===== config.mk =====
export PLATFORM = sky130hd
export DESIGN_NAME = sbox_rr_arbiter_flat
export DESIGN_NICKNAME = d
export VERILOG_FILES = /design/src/rtl/sbox_rr_arbiter_if.sv /design/src/rtl/sbox_rr_arbiter.sv /design/src/flat_wrapper.sv
export SDC_FILE = /design/constraint.sdc
export NUM_CORES = 1
export LEC_CHECK = 0
export BUFFER_PORTS_ARGS = -buffer_cell sky130_fd_sc_hd__buf_2
export CORE_MARGIN = 4
export CORE_UTILIZATION = 40
export DETAILED_ROUTE_END_ITERATION = 16
export PLACE_DENSITY = 0.66
export SLEW_MARGIN = 10
export SYNTH_ARGS = -nofsm -noshare
export SYNTH_HDL_FRONTEND = slang
export SYNTH_SLANG_ARGS = --single-unit

===== constraint.sdc =====
create_clock -name clk_i -period 2 [get_ports clk_i]
set_input_delay 0.2 -clock clk_i [delete_from_list [all_inputs] [get_ports clk_i]]
set_output_delay 0.2 -clock clk_i [all_outputs]
set_load 0.02 [all_outputs]

===== src/rtl/sbox_rr_arbiter_if.sv =====
// Requester-side bundle of the shared S-box arbiter: request and response valid/ready channels.
// master = requester side, slave = arbiter side.
interface sbox_rr_arbiter_if #(
  parameter int unsigned NumReq = 4
);
  logic [NumReq-1:0]   req_valid;
  logic [NumReq-1:0]   req_ready;
  logic [8*NumReq-1:0] req_data;
  logic [NumReq-1:0]   req_inv;
  logic [NumReq-1:0]   rsp_valid;
  logic [NumReq-1:0]   rsp_ready;
  logic [7:0]          rsp_data;

  modport master (
    output req_valid, req_data, req_inv, rsp_ready,
    input  req_ready, rsp_valid, rsp_data
  );

  modport slave (
    input  req_valid, req_data, req_inv, rsp_ready,
    output req_ready, rsp_valid, rsp_data
  );
endinterface


===== src/rtl/sbox_rr_arbiter.sv =====
// Round-robin arbiter that time-shares one S-box/inverse S-box datapath between NumReq clients.
// One transaction in flight: IDLE grant -> CALC wait SboxLat cycles -> RESP until accepted.
module sbox_rr_arbiter #(
  parameter int unsigned NumReq  = 4,
  parameter int unsigned SboxLat = 1
) (
  input  logic              clk_i,
  input  logic              rst_ni,
  sbox_rr_arbiter_if.slave  bus,
  output logic [7:0]        sbox_x_o,
  output logic              sbox_decrypt_o,
  input  logic [7:0]        sbox_y_i,
  output logic              busy_o,
  output logic [15:0]       op_count_o
);
  localparam int unsigned IdW  = (NumReq > 1) ? $clog2(NumReq) : 1;
  localparam int unsigned LatW = $clog2(SboxLat + 1);

  typedef enum logic [1:0] {StIdle, StCalc, StResp} state_e;

  state_e          state_q, state_d;
  logic [IdW-1:0]  rr_ptr_q, rr_ptr_d;
  logic [IdW-1:0]  gnt_id_q, gnt_id_d;
  logic [LatW-1:0] lat_cnt_q, lat_cnt_d;
  logic [7:0]      sbox_x_q, sbox_x_d;
  logic            sbox_dec_q, sbox_dec_d;
  logic [7:0]      rsp_data_q, rsp_data_d;
  logic [15:0]     op_count_q, op_count_d;

  logic [IdW-1:0]  win_id;
  logic            win_found;
  logic [7:0]      win_data;
  int unsigned     cand_idx;

  // First valid requester at or after rr_ptr, wrapping modulo NumReq.
  always_comb begin
    win_found = 1'b0;
    win_id    = '0;
    cand_idx  = 0;
    for (int unsigned k = 0; k < NumReq; k++) begin
      cand_idx = (32'(rr_ptr_q) + k) % NumReq;
      if (!win_found && bus.req_valid[IdW'(cand_idx)]) begin
        win_found = 1'b1;
        win_id    = IdW'(cand_idx);
      end
    end
  end

  assign win_data = bus.req_data[{win_id, 3'b000} +: 8];

  always_comb begin
    state_d       = state_q;
    rr_ptr_d      = rr_ptr_q;
    gnt_id_d      = gnt_id_q;
    lat_cnt_d     = lat_cnt_q;
    sbox_x_d      = sbox_x_q;
    sbox_dec_d    = sbox_dec_q;
    rsp_data_d    = rsp_data_q;
    op_count_d    = op_count_q;
    bus.req_ready = '0;
    bus.rsp_valid = '0;
    unique case (state_q)
      StIdle: begin
        if (win_found) begin
          bus.req_ready[win_id] = 1'b1;
          sbox_x_d              = win_data;
          sbox_dec_d            = bus.req_inv[win_id];
          gnt_id_d              = win_id;
          lat_cnt_d             = LatW'(SboxLat);
          state_d               = StCalc;
        end
      end
      StCalc: begin
        lat_cnt_d = lat_cnt_q - LatW'(1);
        if (lat_cnt_q == LatW'(1)) begin
          rsp_data_d = sbox_y_i;
          state_d    = StResp;
        end
      end
      StResp: begin
        bus.rsp_valid[gnt_id_q] = 1'b1;
        // Only the granted requester's rsp_ready can complete the transaction.
        if (bus.rsp_ready[gnt_id_q]) begin
          state_d    = StIdle;
          rr_ptr_d   = (gnt_id_q == IdW'(NumReq - 1)) ? '0 : gnt_id_q + IdW'(1);
          op_count_d = op_count_q + 16'd1;
        end
      end
      default: state_d = StIdle;
    endcase
  end

  always_ff @(posedge clk_i or negedge rst_ni) begin
    if (!rst_ni) begin
      state_q    <= StIdle;
      rr_ptr_q   <= '0;
      gnt_id_q   <= '0;
      lat_cnt_q  <= '0;
      sbox_x_q   <= 8'h00;
      sbox_dec_q <= 1'b0;
      rsp_data_q <= 8'h00;
      op_count_q <= 16'h0000;
    end else begin
      state_q    <= state_d;
      rr_ptr_q   <= rr_ptr_d;
      gnt_id_q   <= gnt_id_d;
      lat_cnt_q  <= lat_cnt_d;
      sbox_x_q   <= sbox_x_d;
      sbox_dec_q <= sbox_dec_d;
      rsp_data_q <= rsp_data_d;
      op_count_q <= op_count_d;
    end
  end

  assign bus.rsp_data   = rsp_data_q;
  assign sbox_x_o       = sbox_x_q;
  assign sbox_decrypt_o = sbox_dec_q;
  assign busy_o         = (state_q != StIdle);
  assign op_count_o     = op_count_q;
endmodule

===== src/flat_wrapper.sv =====
// flat-port wrapper written by rule: the top's interface ports become plain ports
module sbox_rr_arbiter_flat 
#(
  parameter int unsigned NumReq  = 4,
  parameter int unsigned SboxLat = 1
)
  (clk_i, rst_ni, sbox_x_o, sbox_decrypt_o, sbox_y_i, busy_o, op_count_o, bus_req_valid, bus_req_data, bus_req_inv, bus_rsp_ready, bus_req_ready, bus_rsp_valid, bus_rsp_data);
  sbox_rr_arbiter_if #(.NumReq(NumReq)) bus_i ();
  input  logic clk_i;
  input  logic rst_ni;
  output logic [7:0] sbox_x_o;
  output logic sbox_decrypt_o;
  input  logic [7:0] sbox_y_i;
  output logic busy_o;
  output logic [15:0] op_count_o;
  input wire logic [$bits(bus_i.req_valid)-1:0] bus_req_valid;
  input wire logic [$bits(bus_i.req_data)-1:0] bus_req_data;
  input wire logic [$bits(bus_i.req_inv)-1:0] bus_req_inv;
  input wire logic [$bits(bus_i.rsp_ready)-1:0] bus_rsp_ready;
  output wire logic [$bits(bus_i.req_ready)-1:0] bus_req_ready;
  output wire logic [$bits(bus_i.rsp_valid)-1:0] bus_rsp_valid;
  output wire logic [$bits(bus_i.rsp_data)-1:0] bus_rsp_data;
  assign bus_i.req_valid = bus_req_valid;
  assign bus_i.req_data = bus_req_data;
  assign bus_i.req_inv = bus_req_inv;
  assign bus_i.rsp_ready = bus_rsp_ready;
  assign bus_req_ready = bus_i.req_ready;
  assign bus_rsp_valid = bus_i.rsp_valid;
  assign bus_rsp_data = bus_i.rsp_data;
  sbox_rr_arbiter #(.NumReq(NumReq), .SboxLat(SboxLat)) u_core (.clk_i(clk_i), .rst_ni(rst_ni), .bus(bus_i), .sbox_x_o(sbox_x_o), .sbox_decrypt_o(sbox_decrypt_o), .sbox_y_i(sbox_y_i), .busy_o(busy_o), .op_count_o(op_count_o));
endmodule

; After elaboration in Yosys (flattened, before gate mapping)
; Cells that the tools add are included.
[word_totals]
elab_cells = 79
ramBits = 0
mem_count = 0
output_inout_bits = 42
mem_bits_ro = 0
latchBits = 0
in_bits = 54
reg_bits = 40
[op_classes]
n_eq_ne = 6
n_reduce_logical = 16
magnitude_cmp = 8
n_mul = 0
n_shift = 1
div = 0
n_bitwise = 0
n_mux = 34
addsub = 6
[op_table]
columns = operator, count
row1 = $shiftx A32 B6 Y8, 1
row2 = $lt A2 B3 Y1 const B, 6
row3 = $add A16 B1 Y16 const B, 1
row4 = $mux W2, 8
row5 = $mux W1, 13
row6 = $bmux W1 S2, 6
row7 = $mux W4, 3
row8 = $reduce_and A2 Y1, 4
row9 = $ne A2 B1 Y1 const B, 3
row10 = $pmux W2 S3, 1
row11 = $logic_and A1 B1 Y1, 5
row12 = $add A2 B1 Y2 const B, 2
row13 = $add A2 B2 Y2 const B, 2
row14 = $demux W1 S2, 2
row15 = $eq A2 B2 Y1 const B, 2
row16 = $ge A2 B1 Y1 const B, 2
row17 = $reduce_bool A2 Y1, 2
row18 = $logic_not A1 Y1, 3
row19 = $reduce_and A3 Y1, 1
row20 = $eq A2 B1 Y1 const B, 1
row21 = $logic_not A2 Y1, 1
row22 = $pmux W1 S2, 1
row23 = $sub A1 B1 Y1 const B, 1

; Logic depth before layout (Yosys ltp)
; Gate-level depths: netlist of the first run.
[depth]
depth_word = 18
mapped_depth = 7
mapped_depth_nobuf = 5

; Worst setup path after synthesis of the first run
; OpenSTA, ideal clock, no wires.
[synth_timing]
path_kind = register -> output
from = register u_core.state_q[0]
to = output bus_req_ready[1]
required_ps = 1800
slack_ps = -12
arrival_ps = 1812
stages_incl_launch_ff = 7
path_cell_list = dfrtp_1 or2_2 nand2b_1 buf_2 buf_2 or2_2 nor2_1
[synth_between]
elab_chain_cells = 2
[synth_lines]
columns = item, line
row1 = "start, declared", sbox_rr_arbiter.sv:21  ; state_e state_q, state_d;
row2 = "start signal, assigned", sbox_rr_arbiter.sv:95  ; state_q <= StIdle;
row3 = "start signal, assigned", sbox_rr_arbiter.sv:104  ; state_q <= state_d;
row4 = $logic_not A2 Y1, sbox_rr_arbiter.sv:62  ; unique case (state_q)
row5 = $mux W4, sbox_rr_arbiter.sv:62
row6 = "end, declared", flat_wrapper.sv:20  ; output wire logic [$bits(bus_i.req_ready)-1:0] bus_req_ready;
; Every way passes these cells.

; Worst setup path after layout of the first run
[layout_timing]
from = register u_core.state_q[1]
to = output bus_req_ready[2]
; Same word-level chain as after synthesis.

==> results of run 1 <==
-- cell families (layout without fill, tap and decap cells) --
group,count (synthesis),in the layout
AOI/OAI and AO/OA,23,23
DFF,40,40
xor gates and xnor gates,15,15
buffers and inverters,19,126
muxes,30,30
adders and majority gates,5,5
and+or+nand+nor,63,63
-- cell type report --
class / instances / share of cell area
sequential: 40 / 0.345
clock buffer: 8 / 0.0311
tap: 70 / 0.0302
inverter: 8 / 0.0104
multi-input combinational: 136 / 0.363
timing repair buffer: 110 / 0.221
-- final timing paths --
path,start,to,slack [ns],depth (start not counted)
max,u_core.state_q[1],bus_req_ready[2],-0.02,5
min,sbox_y_i[4],u_core.bus.rsp_data[4],0.15,2
max reg2reg,u_core.rr_ptr_q[1],u_core.sbox_x_o[5],0.11,7
min reg2reg,u_core.op_count_o[15],u_core.op_count_o[15],0.47,1
max in group asynchronous,rst_ni,u_core.lat_cnt_q,1.15,3
min in group asynchronous,rst_ni,u_core.op_count_o[3],0.51,3
-- power by group --
part / switching (mW) / internal (mW)
clock network: 0.261 / 0.282
registers: 0.189 / 1.10
logic: 1.08 / 0.947
-- repair_timing --
action                                  CTS  global route
resized for setup                         6             4
hold endpoints to repair                 40             0
setup buffers                             5             1
hold buffers                              1             0
endpoints found under the setup margin    4             6
pin swaps                                 1             1
-- Yosys cell counts (all sizes together) (2+ instances only) --
master and instances:
mux2 10, and4 2, dfrtp 40, or2 2
ha 5, mux2i 19, xnor2 12, nor2 7
nor3 21, nand3 5, and2 5, buf 6
nand2 10, a211o 9, o21ai 3, clkbuf 5
xor2 3, a21oi 2, o21a 2, nor3b 2
inv 8, nand4 2
-- per-layer routing --
layer,GRT usage,wire length [um],vias up
met5,0,0,-
met4,0.0473,60,0
met3,0.0269,236,4
li1,-,-,903
met1,0.203,2270,864
met2,0.269,2500,47
-- registers in the layout, summed over array words and instances (netlist names) --
| name | cells |
|---|---|
| u_core.bus.rsp_data | 8 |
| u_core.gnt_id_q | 2 |
| u_core.lat_cnt_q | 1 |
| u_core.op_count_o | 16 |
| u_core.rr_ptr_q | 2 |
| u_core.sbox_decrypt_o | 1 |
| u_core.sbox_x_o | 8 |
| u_core.state_q | 2 |
-- through the flow --
step	instance area, um^2	util	setup TNS [ns]	worst slack, ns	hold WS, ns
finish	2900	0.568	-0.0153	-0.0153	0.149
detailed placement	2710	0.530	0	0.125	0.299
CTS	2880	0.563	-0.00689	-0.00477	0.139
floorplan	2110	-	-0.0232	-0.0116	-0.0956
global route	2900	0.568	-0.263	-0.0761	0.137
global placement	2710	0.530	0	0.201	0.293
==> results_dict.tcl, run 1 <==
set metrics [dict create \
    ys_ff_latch 40 \
    ys_warn_count 0 \
    drt_iter0_drc 65 \
    die_h_um 80.7 \
    grt.overflow.total 0 \
    layout.cells.non_filler 372 \
    start_util 0.414 \
    track_usage 0.157 \
    power.density_nw_per_um2 1330 \
    wl_mm 5.06 \
    vias 1818 \
    tightest_slew_ns 0.532 \
    fmax_mhz 496 \
    synth_compound_area_frac 0.0840 \
    areaGrowthSynthToFinish_pct 37.1 \
    num_rows 26 \
    rsz0062_at_grt "yes" \
    peakVddDrop_v 0.000647 \
    max_stage_delay_ns 0.41 \
    die_w_um 80.7 \
    slew_headroom 0.644 \
    synth_xor_area_frac 0.0621 \
    via_per_inst 4.89 \
    cts.path.max_buffers 2 \
    required_ns 1.80 \
    nets 360 \
    syn_area_um2 2110 \
    critical_path_class "flop to output pin" \
    synthArstFlopShare 1.00 \
    synth_top_family_by_area "simple AND/OR/NAND/NOR gates" \
    ys_seq_area_frac 0.473 \
    synth_cell_types 38 \
    synth_mux_area_frac 0.154 \
    drive_above_1_share 0.440 \
    synthAdderAreaFrac 0.0296 \
    drtPass1Iterations 4 \
    hp-class "input pin to flop" \
    cp_cell_sequence "or2_2, nand2b_2, buf_4, nor3_1, buf_2" \
    grt_pass1_vias 1759 \
    cts.sinks 40 \
    synth_cells 195 \
    multi_input_area_um2 1050 \
    yosysTopAreaCell "dfrtp_1" \
    portBuffers 95 \
    grt_max_degree 41 \
    n_fill_cell 473 \
    dieArea_um2 6510 \
    failed_checks "setup timing" \
    synth_nets 254 \
    layout_common_cells "92 x buf_2, 40 x dfrtp_1, 21 x nor3_1" \
    worst_slack_ns -0.0153 \
    synth_top_cell_area_share 0.473 \
    clock_skew_ns 0.00423 \
    syn_avg_cell_area_um2 10.8 \
    leakagePower_nw 1.53 \
    htreeDepth 2 \
    setup_violations 1 \
    dpl.hpwl_mm 3.73 \
    drtAntennaViolNets 0 \
    antennaDiodeCount 0 \
    numCtsBuffers 5 \
    seqCellArea_um2 1000 \
    cts_tree "done" \
    gp_congestion 0.736 \
    grt_pass1_wl_mm 8.04 \
    min_period_over_period 1.01 \
    clock_latency_ns 0.28 \
    slew_viol_final 0 \
    worst-path-max-fanout 7 \
    synthTopCellsByArea "dfrtp_1 47%, mux2i_1 9.0%, mux2_2 5.3%" \
    route.detailed.drc 0 \
    critPathArrivalTime_ns 1.82 \
    fin_crit_ns 2.02 \
    synthSimpleGateAreaFrac 0.157 \
    synth_flop_cell "dfrtp_1" \
    status "finished, violations left" \
    final_common_cell "buf_2" \
    maxCapViolCount 0 \
    hold_violations 0 \
    synth_edf_count 0 \
    root_buffer "clkbuf_8" \
    finalPower_mw 3.86 \
    critical-path-top-delay-family "simple AND/OR/NAND/NOR gates" \
    detail_route.wl_per_cell_um 13.6 \
    io_pins 96 \
    antenna_found_initial 0 \
    cp-end-kind "output pin" \
    path_buf_inv 2 \
    core_um2 5110 \
    path_clk_slew_ns 0.08 \
    placed_cells 357 \
    cp_slowest_cell "dfrtp_1" \
    worstSetupStartpointType "flop" \
]
Note: power is estimated with default switching activity, not from simulation.
==> inputs of run 2 (changes only) <==
--- a/config.mk
+++ b/config.mk
@@ -8,6 +8,7 @@
 export BUFFER_PORTS_ARGS = -buffer_cell sky130_fd_sc_hd__buf_2
 export CORE_MARGIN = 4
 export CORE_UTILIZATION = 40
+export CTS_BUF_LIST = sky130_fd_sc_hd__clkbuf_4 sky130_fd_sc_hd__clkbuf_8 sky130_fd_sc_hd__clkbuf_16
 export DETAILED_ROUTE_END_ITERATION = 16
 export PLACE_DENSITY = 0.66
 export SLEW_MARGIN = 10
==> run 2 against run 1 <==
Against the previous run:
- sequential power is essentially flat
- via count rose by 0.72%
- cell count stayed put
- highest routed layer unchanged
- worst hold slack worse by 0.00085 ns
- first-iteration DRC count fell by 9.2%
- critical path type unchanged
- total power rose by 0.59%
- the flow still finishes with violations (setup timing)
- clock skew rose by 0.00079 ns
- clock power grew 4.8%
- fmax about the same
- flip-flop and latch count stayed put
- global-route usage rose by 0.071 points
- critical path depth did not move
==> results_dict.tcl, run 2 (synthesis results as in run 1) <==
set metrics [dict create \
    worstSetupStartpointType "flop" \
    rsz0062_at_grt "yes" \
    numCtsBuffers 5 \
    path_clk_slew_ns 0.08 \
    setup_violations 1 \
    leakagePower_nw 1.54 \
    placed_cells 357 \
    critical_path_class "flop to output pin" \
    max_stage_delay_ns 0.41 \
    clock_skew_ns 0.00502 \
    cts_tree "done" \
    nets 360 \
    root_buffer "clkbuf_8" \
    cts.sinks 40 \
    gp_congestion 0.736 \
    htreeDepth 2 \
    slew_viol_final 0 \
    largest_reg_flops 16 \
    antennaDiodeCount 0 \
    track_usage 0.158 \
    crit-reg2reg-launch "u_core.rr_ptr_q[1]" \
    critPathArrivalTime_ns 1.82 \
    worst-path-max-fanout 7 \
    final_common_cell "buf_2" \
    hp-class "input pin to flop" \
    grt_pass1_vias 1766 \
    die_h_um 80.7 \
    critical-path-top-delay-family "simple AND/OR/NAND/NOR gates" \
    n_fill_cell 472 \
    antenna_found_initial 0 \
    drive_above_1_share 0.447 \
    start_util 0.414 \
    hold_violations 0 \
    via_per_inst 4.92 \
    dieArea_um2 6510 \
    required_ns 1.80 \
    slew_headroom 0.644 \
    portBuffers 95 \
    worst_slack_ns -0.0170 \
    multi_input_area_um2 1050 \
    drt_iter0_drc 59 \
    fmax_mhz 496 \
    tightest_slew_ns 0.532 \
    min_from "sbox_y_i[2]" \
    cp_cell_sequence "or2_2, nand2b_2, buf_4, nor3_1, buf_2" \
    die_w_um 80.7 \
    failed_checks "setup timing" \
    min_period_over_period 1.01 \
    layout_common_cells "92 x buf_2, 40 x dfrtp_1, 21 x nor3_1" \
    areaGrowthSynthToFinish_pct 37.5 \
    vias 1831 \
    wl_mm 5.07 \
    seqCellArea_um2 1000 \
    cp-end-kind "output pin" \
    cts.path.max_buffers 2 \
    grt.overflow.total 0 \
    status "finished, violations left" \
    io_pins 96 \
    drtAntennaViolNets 0 \
    worstSetupStartpoint "u_core.state_q[1]" \
    layout.cells.non_filler 372 \
    path_buf_inv 2 \
    num_rows 26 \
    route.detailed.drc 0 \
    detail_route.wl_per_cell_um 13.6 \
    grt_max_degree 41 \
    maxCapViolCount 0 \
    cp_slowest_cell "dfrtp_1" \
    drtPass1Iterations 4 \
    fin_crit_ns 2.02 \
    grt_pass1_wl_mm 8.07 \
    core_um2 5110 \
    finalSetupTns_ns -0.0170 \
    dpl.hpwl_mm 3.73 \
    power.density_nw_per_um2 1330 \
    finalPower_mw 3.88 \
    peakVddDrop_v 0.000646 \
    clock_latency_ns 0.28 \
]
run 2: cell counts in the layout (fill, tap and decap cells not counted):
No cell type changed its count.
run 2: metrics by stage:
stage / hold slack (ns) / setup slack [ns] / util / area, um^2
6_report: 0.148 / -0.0170 / 0.569 / 2910
5_1_grt: 0.137 / -0.0763 / 0.569 / 2910
4_1_cts: 0.139 / -0.00485 / 0.565 / 2890
3_5_place_dp: 0.299 / 0.125 / 0.530 / 2710
3_3_place_gp: 0.293 / 0.201 / 0.530 / 2710
2_1_floorplan: -0.0956 / -0.0116 / - / 2110
run 2: layer usage:
| layer | GRT usage | share of wire | vias up |
|---|---|---|---|
| met3 | 0.0269 | 0.047 | 6 |
| met5 | 0 | 0 | - |
| met2 | 0.272 | 0.50 | 49 |
| met4 | 0.0473 | 0.013 | 0 |
| li1 | - | - | 902 |
| met1 | 0.203 | 0.44 | 874 |
run 2: repair_timing:
item                                    4_1_cts  5_1_grt
endpoints found under the setup margin        4        6
pin swaps                                     1        1
endpoints found under the hold margin        40        0
hold buffers                                  1        0
gates resized for setup                       6        4
setup buffers                                 5        1
run 2: final timing paths:
check                                               to  slack [ns]  cells after the start
worst max register to register      u_core.sbox_x_o[5]        0.10                      7
worst min-delay path            u_core.bus.rsp_data[2]        0.15                      2
worst min register to register   u_core.op_count_o[15]        0.47                      1
min in group asynchronous         u_core.op_count_o[3]        0.51                      3
max in group asynchronous             u_core.lat_cnt_q        1.15                      3
worst max-delay path                  bus_req_ready[2]       -0.02                      5
run 2: cell type report:
type | count | area share
multi-input combinational | 136 | 0.362
sequential | 40 | 0.344
timing repair buffer | 110 | 0.220
clock buffer | 8 | 0.0336
tap | 70 | 0.0301
inverter | 8 | 0.0103
run 2: report_power, final:
group / total (mW) / switching [mW] / internal, mW
clock network: 0.569 / 0.260 / 0.309
logic: 2.03 / 1.08 / 0.947
registers: 1.29 / 0.189 / 1.10
run 2: worst register-to-register path, cell delays in order, from the launching register on:
cell	delay [ns]
dfrtp_1	0.43
a21bo_2	0.21
a221o_1	0.37
buf_12	0.16
buf_12	0.14
mux2i_1	0.15
nor3_1	0.06
a211o_1	0.26
==> inputs of run 3 (changes only) <==
--- a/config.mk
+++ b/config.mk
@@ -6,11 +6,12 @@
 export NUM_CORES = 1
 export LEC_CHECK = 0
 export BUFFER_PORTS_ARGS = -buffer_cell sky130_fd_sc_hd__buf_2
+export CAP_MARGIN = 15
 export CORE_MARGIN = 4
 export CORE_UTILIZATION = 40
 export CTS_BUF_LIST = sky130_fd_sc_hd__clkbuf_4 sky130_fd_sc_hd__clkbuf_8 sky130_fd_sc_hd__clkbuf_16
 export DETAILED_ROUTE_END_ITERATION = 16
-export PLACE_DENSITY = 0.66
+export PLACE_DENSITY_LB_ADDON = 0.08
 export SLEW_MARGIN = 10
 export SYNTH_ARGS = -nofsm -noshare
 export SYNTH_HDL_FRONTEND = slang
==> run 3 against run 2 <==
Against the previous run:
- the flow still finishes with violations (setup timing)
- largest cell class unchanged
- setup slack got worse by 0.10 ns
- cell count increased by 0.81%
- first-iteration DRC count decreased by 32%
- critical path type unchanged
- register-to-register slack got worse by 0.12 ns
- clock power increased by 17%
- count of clock-buffer cells in the layout decreased by 3
==> results_dict.tcl, run 3 (synthesis results as in run 1) <==
set metrics [dict create \
    status "finished, violations left" \
    failed_checks "setup timing" \
    portBuffers 95 \
    nets 363 \
    worst-path-max-fanout 4 \
    min_period_over_period 1.06 \
    cts.path.max_buffers 2 \
    post-place-ws_ns 0.0973 \
    track_usage 0.167 \
    gp_congestion 0.796 \
    dpl.hpwl_mm 3.75 \
    dieArea_um2 6510 \
    critical_path_class "flop to output pin" \
    design_area_um2 2980 \
    fin_crit_ns 2.12 \
    antenna_found_initial 0 \
    slew_headroom 0.646 \
    num_rows 26 \
    finalSetupTns_ns -0.232 \
    antennaDiodeCount 0 \
    grt_max_degree 41 \
    place_area_um2 2720 \
    rsz0062_at_grt "yes" \
    grt_pass1_vias 1786 \
    clock_skew_ns 0.00412 \
    maxCapViolCount 0 \
    root_buffer "clkbuf_8" \
    largest_reg_flops 16 \
    grt.overflow.total 0 \
    required_ns 1.80 \
    vias 1845 \
    grt_pass1_wl_mm 8.45 \
    drtAntennaViolNets 0 \
    start_util 0.414 \
    final_common_cell "buf_2" \
    leakagePower_nw 1.56 \
    power.density_nw_per_um2 1360 \
    cp_slowest_cell "dfrtp_1" \
    tightest_slew_ns 0.531 \
    fin_util 0.584 \
    route.detailed.drc 0 \
    cp_cell_sequence "a21bo_2, a221o_1, buf_12, or2_4, nor2_1, buf_4" \
    path_clk_slew_ns 0.08 \
    wl_mm 5.13 \
    critPathArrivalTime_ns 1.92 \
    cts_tree "done" \
    die_w_um 80.7 \
    die_h_um 80.7 \
    setup_violations 7 \
    max_stage_delay_ns 0.42 \
    fmax_mhz 472 \
    detail_route.wl_per_cell_um 13.7 \
    worstSetupStartpointType "flop" \
    io_pins 96 \
    drtPass1Iterations 4 \
    hold_violations 0 \
    core_um2 5110 \
    numCtsBuffers 5 \
    layout_common_cells "93 x buf_2, 40 x dfrtp_1, 21 x nor3_1" \
    clock_latency_ns 0.29 \
    cp-end-kind "output pin" \
    htreeDepth 2 \
    hold-worst-slack_ns 0.136 \
    via_per_inst 4.92 \
    cts.sinks 40 \
    peakVddDrop_v 0.000789 \
    drt_iter0_drc 40 \
    slew_viol_final 0 \
    areaGrowthSynthToFinish_pct 41.1 \
    drive_above_1_share 0.469 \
    worst_slack_ns -0.120 \
    hp-class "input pin to flop" \
]
==> run 3: final cells by class <==
| cell class | instances | area [um^2] |
|---|---|---|
| clock buffer | 5 | 68.8 |
| clock inverter | 3 | 42.5 |
| fill | 469 | 2120 |
| inverter | 8 | 30.0 |
| multi-input combinational | 136 | 1080 |
| sequential | 40 | 1000 |
| tap | 70 | 87.6 |
| timing repair buffer | 113 | 672 |
==> run 3: layer usage <==
layer	GRT usage	wire length [um]	vias to the layer above
li1	-	-	917
met1	0.231	2400	867
met2	0.256	2280	56
met3	0.0493	419	5
met4	0.0456	35	0
met5	0	0	-
==> run 3: worst paths after layout <==
kind / startpoint / slack [ns] / cells after the start / endpoint
max reg2reg: u_core.rr_ptr_q[1] / -0.02 / 8 / u_core.sbox_x_o[0]
min reg2reg: u_core.op_count_o[15] / 0.47 / 1 / u_core.op_count_o[15]
min in group asynchronous: rst_ni / 0.50 / 3 / u_core.rr_ptr_q[0]
max in group asynchronous: rst_ni / 1.13 / 3 / u_core.sbox_x_o[3]
max: u_core.rr_ptr_q[1] / -0.12 / 6 / bus_req_ready[3]
min: sbox_y_i[7] / 0.14 / 2 / u_core.bus.rsp_data[7]
==> run 3: metrics by stage <==
step | std cells | power [mW]
floorplan | 195 | 2.57
global placement | 359 | 3.20
detailed placement | 359 | 3.22
CTS | 375 | 4.06
global route | 375 | 4.35
finish | 375 | 4.06
==> run 3: timing repair <==
item | CTS | global route
endpoints found under the hold margin | 40 | 0
hold buffers | 1 | 0
endpoints found under the setup margin | 4 | 13
resized for setup | 7 | 9
setup buffers | 6 | 0
gates cloned | 1 | 0
pin swaps | 2 | 1
==> run 3: power breakdown <==
group          leakage (nW)  internal, mW  switching (mW)  total [mW]
Sequential            0.491          1.10           0.192        1.29
Combinational          1.02          1.02            1.09        2.11
Clock                0.0541         0.370           0.296       0.666
==> run 3: worst max-delay path: cells and delay by family (launching register included) <==
kind,cells,cell delay (ns)
compound gates,2,0.57
flops,1,0.42
simple gates,2,0.34
buf+inv,2,0.30
